**config.mk**
```make
export PLATFORM = sky130hd
export DESIGN_NAME = mem_bus_arbiter
export DESIGN_NICKNAME = d
export VERILOG_FILES = /design/src/rtl/mem_arb_pkg.sv /design/src/rtl/arb_rr2.sv /design/src/rtl/mem_bus_arbiter.sv
export SDC_FILE = /design/constraint.sdc
export NUM_CORES = 1
export LEC_CHECK = 0
export BUFFER_PORTS_ARGS = -buffer_cell sky130_fd_sc_hd__buf_2
export CORE_MARGIN = 1.5
export CORE_UTILIZATION = 39
export CTS_BUF_LIST = sky130_fd_sc_hd__clkbuf_4 sky130_fd_sc_hd__clkbuf_8
export DETAILED_ROUTE_END_ITERATION = 7
export PLACE_DENSITY = 0.78
export SYNTH_ARGS = -nofsm -noshare
export SYNTH_HDL_FRONTEND = slang
export SYNTH_SLANG_ARGS = --single-unit
```
**constraint.sdc**
```tcl
create_clock -name clk -period 1.1 [get_ports clk]
set_clock_uncertainty 0.05 [all_clocks]
set_input_delay 0.22 -clock clk [delete_from_list [all_inputs] [get_ports clk]]
set_output_delay 0.22 -clock clk [all_outputs]
set_load 0.05 [all_outputs]
```
**src/rtl/mem_arb_pkg.sv**
```systemverilog
// Shared types for the two-master memory bus arbiter.
package mem_arb_pkg;

  typedef enum logic [1:0] {IDLE, ACCESS, RWAIT} arb_state_t;
  typedef enum logic {OWN_P, OWN_D} owner_t;

  function automatic owner_t other_owner(input owner_t o);
    return (o == OWN_P) ? OWN_D : OWN_P;
  endfunction

endpackage

```
**src/rtl/arb_rr2.sv**
```systemverilog
// Combinational two-way round-robin pick between the processor and the DMA master.
module arb_rr2
  import mem_arb_pkg::*;
(
  input  logic   i_p_req,
  input  logic   i_d_req,
  input  owner_t i_last_owner,
  output owner_t o_owner,
  output logic   o_any
);

  always_comb begin
    o_any   = i_p_req | i_d_req;
    o_owner = OWN_P;
    // On a tie the master that did not win last time gets the bus.
    if (i_p_req && i_d_req) begin
      o_owner = other_owner(i_last_owner);
    end else if (i_d_req) begin
      o_owner = OWN_D;
    end
  end

endmodule

```
**src/rtl/mem_bus_arbiter.sv**
```systemverilog
// Serialises processor and DMA accesses onto one single-port synchronous memory,
// with round-robin fairness and read data returned to the owning master.
module mem_bus_arbiter
  import mem_arb_pkg::*;
#(
  parameter int AW     = 9,
  parameter int DW     = 9,
  parameter int RD_LAT = 1
) (
  input  logic          clk,
  input  logic          rst,
  input  logic          p_req,
  input  logic          p_we,
  input  logic [AW-1:0] p_addr,
  input  logic [DW-1:0] p_wdata,
  output logic          p_gnt,
  output logic          p_rvalid,
  input  logic          d_req,
  input  logic          d_we,
  input  logic [AW-1:0] d_addr,
  input  logic [DW-1:0] d_wdata,
  output logic          d_gnt,
  output logic          d_rvalid,
  output logic [DW-1:0] rdata,
  output logic [AW-1:0] mem_addr,
  output logic [DW-1:0] mem_wdata,
  output logic          mem_we,
  input  logic [DW-1:0] mem_rdata,
  output logic          busy
);

  localparam int CW = $clog2(RD_LAT + 1);
  localparam logic [CW-1:0] LAT_INIT = CW'(RD_LAT - 1);

  arb_state_t    r_state;
  arb_state_t    w_state_next;
  owner_t        r_owner;
  owner_t        r_last_owner;
  logic          r_we;
  logic [CW-1:0] r_lat_cnt;
  logic [AW-1:0] r_mem_addr;
  logic [DW-1:0] r_mem_wdata;

  owner_t        w_owner;
  logic          w_any;
  logic          w_sel_we;
  logic [AW-1:0] w_sel_addr;
  logic [DW-1:0] w_sel_wdata;
  logic          w_gnt;
  logic          w_rvalid;
  logic          w_mem_we;

  arb_rr2 u_rr (
    .i_p_req      (p_req),
    .i_d_req      (d_req),
    .i_last_owner (r_last_owner),
    .o_owner      (w_owner),
    .o_any        (w_any)
  );

  assign w_sel_we    = (w_owner == OWN_D) ? d_we    : p_we;
  assign w_sel_addr  = (w_owner == OWN_D) ? d_addr  : p_addr;
  assign w_sel_wdata = (w_owner == OWN_D) ? d_wdata : p_wdata;

  always_ff @(posedge clk) begin
    if (rst) begin
      r_state      <= IDLE;
      r_owner      <= OWN_P;
      r_last_owner <= OWN_D;
      r_we         <= 1'b0;
      r_lat_cnt    <= '0;
      r_mem_addr   <= '0;
      r_mem_wdata  <= '0;
    end else begin
      r_state <= w_state_next;
      case (r_state)
        IDLE: begin
          if (w_any) begin
            r_owner      <= w_owner;
            r_last_owner <= w_owner;
            r_we         <= w_sel_we;
            r_mem_addr   <= w_sel_addr;
            r_mem_wdata  <= w_sel_wdata;
          end
        end
        ACCESS: begin
          if (!r_we) r_lat_cnt <= LAT_INIT;
        end
        RWAIT: begin
          if (r_lat_cnt != '0) r_lat_cnt <= r_lat_cnt - CW'(1);
        end
        default: ;
      endcase
    end
  end

  always_comb begin
    w_state_next = r_state;
    w_gnt        = 1'b0;
    w_rvalid     = 1'b0;
    w_mem_we     = 1'b0;
    case (r_state)
      IDLE: begin
        if (w_any) w_state_next = ACCESS;
      end
      ACCESS: begin
        w_gnt = 1'b1;
        if (r_we) begin
          w_mem_we     = 1'b1;
          w_state_next = IDLE;
        end else begin
          w_state_next = RWAIT;
        end
      end
      RWAIT: begin
        if (r_lat_cnt == '0) begin
          w_rvalid     = 1'b1;
          w_state_next = IDLE;
        end
      end
      default: w_state_next = IDLE;
    endcase
  end

  // Strobes are masked while rst is high so an aborted access never signals completion.
  assign p_gnt    = w_gnt    & (r_owner == OWN_P) & ~rst;
  assign d_gnt    = w_gnt    & (r_owner == OWN_D) & ~rst;
  assign p_rvalid = w_rvalid & (r_owner == OWN_P) & ~rst;
  assign d_rvalid = w_rvalid & (r_owner == OWN_D) & ~rst;
  assign mem_we   = w_mem_we & ~rst;

  assign mem_addr  = r_mem_addr;
  assign mem_wdata = r_mem_wdata;
  assign rdata     = mem_rdata;
  assign busy      = (r_state != IDLE);

endmodule

```
-- Word-level counts from Yosys, hierarchy flattened
Index checks and enable logic that the tools add are counted.
- bits in registers: 24
- input bits: 51
- output and inout bits: 33
- word-level logic and storage cells: 50
- $add $sub $neg: 1
- equal/unequal tests: 5
- mux-type cells: 18
- bitwise operators: 12
- reductions and logical operators: 7
- operators by type and width (operator ; number):
    two-way mux 9 bit ; 2
    two-way mux 1 bit ; 11
    bitwise AND 1 bit ; 9
    two-way mux 2 bit ; 3
    one-hot mux 2 bit (3 select lines) ; 1
    AND reduction 2 bit ; 3
    inequality test 2 bit (second input constant) ; 2
    nonzero test 2 bit ; 2
    equality test 2 x 1 -> 1 bit (second input constant) ; 1
    equality test 2 bit (second input constant) ; 1
    zero test 2 bit ; 1
    inequality test 2 x 1 -> 1 bit (second input constant) ; 1
    inverter 1 bit ; 2
    one-hot mux 1 bit (2 select lines) ; 1
    logical AND 1 bit ; 1
    bitwise OR 1 bit ; 1
    subtractor 1 bit (second input constant) ; 1

-- Logic depth before layout (Yosys ltp)
- depth after elaboration: 4
- mapped depth: 5
- mapped depth without buffers: 4

-- Modules after synthesis
A second synthesis with hierarchy kept.
- cell total of the unflattened synthesis: 117
- area, all modules: 1239.9 um^2
- by module, submodules not included (module ; times used ; cells an instance ; area each (um^2) ; seq. area each (um^2)):
    mem_bus_arbiter ; 1 ; 115 ; 1226.2 ; 460.4
    arb_rr2 ; 1 ; 2 ; 13.8 ; 0.0

-- Worst setup path after synthesis
No wires, ideal clock.
- path kind: reg-to-output
- start point: register r_state[0]
- end point: output port p_rvalid
- arrival: 2.036 ns
- data required time: 0.830 ns
- setup slack: -1.206 ns
- stages on the path, launching flop included: 2
- cells stage by stage: dfxtp_1 -> nor4b_1
- word-level cells in the longest chain between the ends: 4
- RTL lines (element ; RTL line ; RTL):
    start: declaration ; mem_bus_arbiter.sv:35 ; arb_state_t r_state;
    start signal: assignment ; mem_bus_arbiter.sv:75 ; r_state <= w_state_next;
    equality test 2 bit ; mem_bus_arbiter.sv:102 ; case (r_state)
    two-way mux 1 bit ; mem_bus_arbiter.sv:102 ;
    bitwise AND 1 bit (2 in series) ; mem_bus_arbiter.sv:128 ; assign p_rvalid = w_rvalid & (r_owner == OWN_P) & ~rst;
    end: declaration ; mem_bus_arbiter.sv:17 ; output logic p_rvalid,
No other way between the ends.

-- Worst setup path after layout
- start point: register r_owner
- end point: output port d_rvalid
- word-level cells in the longest chain between the ends: 2
- RTL lines (element ; RTL line ; RTL):
    start: declaration ; mem_bus_arbiter.sv:37 ; owner_t r_owner;
    start signal: assignment ; mem_bus_arbiter.sv:79 ; r_owner <= w_owner;
    bitwise AND 1 bit (2 in series) ; mem_bus_arbiter.sv:129 ; assign d_rvalid = w_rvalid & (r_owner == OWN_D) & ~rst;
    end: declaration ; mem_bus_arbiter.sv:23 ; output logic d_rvalid,
No other way between the ends.

==> run metrics <==
status finished, violations left; failing checks setup timing; syn nets roughly 190; hold slack final slightly above 0.09 ns; Pwr per Cell Area between 1000 and 1500 nW/um2; Arr. time, crit path 1.21 ns; CP Buf/Inv Count 1; initial DRC count 92; Die Ht about 61 um; busiest grt layer met2; routed length per instance ~16 um; PnR worst setup slack -0.376 ns; peak supply drop 0.538 mV; FMAX 678 MHz; kind of critical path reg -> out; cts bufs inserted 3; Synth Area in Adders 0; Detailed Routing Iterations Pass 1 4; RSZ-0062 raised after global routing yes; Final min period 1.48 ns; die area 3710 um2; Cells after Synth 142; Syn-to-layout area delta 78.9%; vias in the first global route 1337; GR Util met2 0.419; Layout fillers between 150 and 200; Synth Area in XOR/XNOR 0; die width between 60 and 70 um; I/O Pins 84; Worst-path clk slew 0.14 ns; first-pass GRT wire length 6200 um; CP endpoint kind primary output; drc violations 0; CTS Buffer Depth 2; number of I/O port buffers 65; Root Driver clkbuf_4; worst-path fanout max 4; CP max stage cell dfxtp_4; crit-path cells nor4bb_4, buf_6; initial antenna violation count 0; Least-Margin Pin Slew approximately 0.3 ns; clk sinks 23; Cell variety after synth 26; Vias 1425; largest family of logic cells by synthesized area compound AO/OA/AOI/OAI gates; largest net degree at the start of global routing 15; Final period util 1.34; compound-gate portion of the synthesized area 0.313; WL final about 4500 um; htree depth 1; Seq. cell area between 500 and 600 um2; Net count, final 283; Top delay family on crit path flip-flops; Simple-Gate Fraction of Synth Area 0.192; area of the multi-input gates 808 um2; HPWL Detailed 2510 um; gr ovfl total 0; type of origin of the critical path flip-flop; antenna-violating nets left 0; met1 GRT Util 0.264; routability congestion estimate around 0.79; final hold vios 0; Total Power 2.96 mW; Slew Viols, Final 0; Final Setup Violations 40; class of the worst hold path in -> reg; diodes inserted 0; Core ar. between 3000 and 4000 um2; Row Count 20; syn avg cell area 9.21 um2; fraction of layout cells with a size suffix above 1 0.784; CP required approximately 0.83 ns; DR vias/cell 5.18; sequential area share after synthesis 0.352; synth warn 0; leakage a little over 1 nW; post-synthesis mux area share 0; relative slew slack 0.799; Initial Util 0.418; CTS Hold Bufs 0; Max Cap Violations 0; clk_lat worst skew ~0.32 ns; CP peak stage delay 0.39 ns; Seq cells post-synth 23; all-layer global routing usage 0.227; CTS tree yes; Cell Area, Synth approximately 1300 um2; met3 Usage GRT 0.0149
## through the flow
stage | cells | instance area (um2) | utilization | TNS, ns | setup slack, ns
after CTS | 271 | 2230 | 0.713 | -4.67 | -0.369
final | 275 | 2340 | 0.748 | -5.34 | -0.376
after floorplan | 142 | 1370 | - | -1.72 | -0.211
after detailed placement | 246 | 1690 | 0.539 | -3.42 | -0.166
after global routing | 275 | 2340 | 0.748 | -7.34 | -0.460
after global placement | 246 | 1690 | 0.539 | -2.75 | -0.127
## cells in the final DEF, fill, tap and decap left out, types with 2 or more instances in the layout
master and count:
a21oi_2 17, a21oi_4 2, a311oi_1 4, a311oi_2 15, and3_4 2, buf_12 4, buf_2 41, buf_4 30
buf_6 10, buf_8 21, clkbuf_4 3, dfxtp_2 17, dfxtp_4 5, nand2_1 40, nor2_2 2, nor2_4 2
## cells in the mapped netlist, drive strengths merged
| cell | count | area (um2) |
|---|---|---|
| inv | 1 | 6.26 |
| a311oi | 19 | 235 |
| buf | 19 | 173 |
| o21ai | 1 | 5.00 |
| or2 | 1 | 6.26 |
| dfxtp | 23 | 460 |
| nand2 | 41 | 154 |
| nor4bb | 1 | 10.0 |
| clkbuf | 2 | 7.51 |
| a21bo | 1 | 10.0 |
| nor3 | 1 | 5.00 |
| nor2b | 1 | 6.26 |
| and3 | 2 | 12.5 |
| a21boi | 1 | 11.3 |
| nor4b | 1 | 8.76 |
| nor2 | 6 | 48.8 |
| a21oi | 20 | 138 |
| a221o | 1 | 10.0 |
## where the power goes
part,switching (mW),internal (mW),total (mW)
Sequential,0.107,0.948,1.06
Combinational,0.778,0.720,1.50
Clock,0.267,0.136,0.403
Total,1.15,1.80,2.96
## repair_timing
item	in CTS	in global routing
endpoints found under the setup margin	45	46
buffers inserted	20	7
gates resized for setup	102	26
gates cloned	1	0
pin swaps	19	11
## routing by layer
layer	part of all wire	routed length, um
met5	0	0
met4	0.022	99
met3	0.046	206
met2	0.54	2430
met1	0.39	1750
## flip-flops by register name, summed over array words and instances (netlist names)
signal	count
mem_addr	9
mem_wdata	9
r_last_owner	1
r_owner	1
r_state	2
r_we	1
## worst paths after layout
kind	startpoint	to	slack, ns	depth (start not counted)
min reg2reg	r_we$_SDFFE_PP0P_	r_state[1]$_SDFFE_PP0P_	0.49	2
max reg2reg	r_state[0]$_SDFFE_PP0P_	mem_wdata[1]$_SDFFE_PP0P_	-0.26	5
min	d_addr[5]	mem_addr[5]$_SDFFE_PP0P_	0.09	3
max	r_owner$_SDFFE_PP0P_	d_rvalid	-0.38	2
## worst reg2reg max path, stage by stage, from the launching register on
cell and delay (ns):
dfxtp_4 0.40, nor2_4 0.16, buf_6 0.16, buf_6 0.13, a21oi_1 0.08, a311oi_1 0.28
## kinds of logic (layout without fill, tap and decap cells)
| group | count (synthesis) | in the layout |
|---|---|---|
| DFF | 23 | 23 |
| buffers and inverters | 22 | 111 |
| AOI/OAI and AO/OA | 43 | 43 |
| and+or+nand+nor | 54 | 54 |
## final cells by class
type	instances	area share
clock buffers	3	0.00963
flip-flops and latches	23	0.214
multi-input cells	97	0.346
repair buffers	106	0.401
inverters	1	0.00375
well taps	44	0.0235
clock inverters	1	0.00214
No activity file was read; power rests on OpenSTA's default activity.
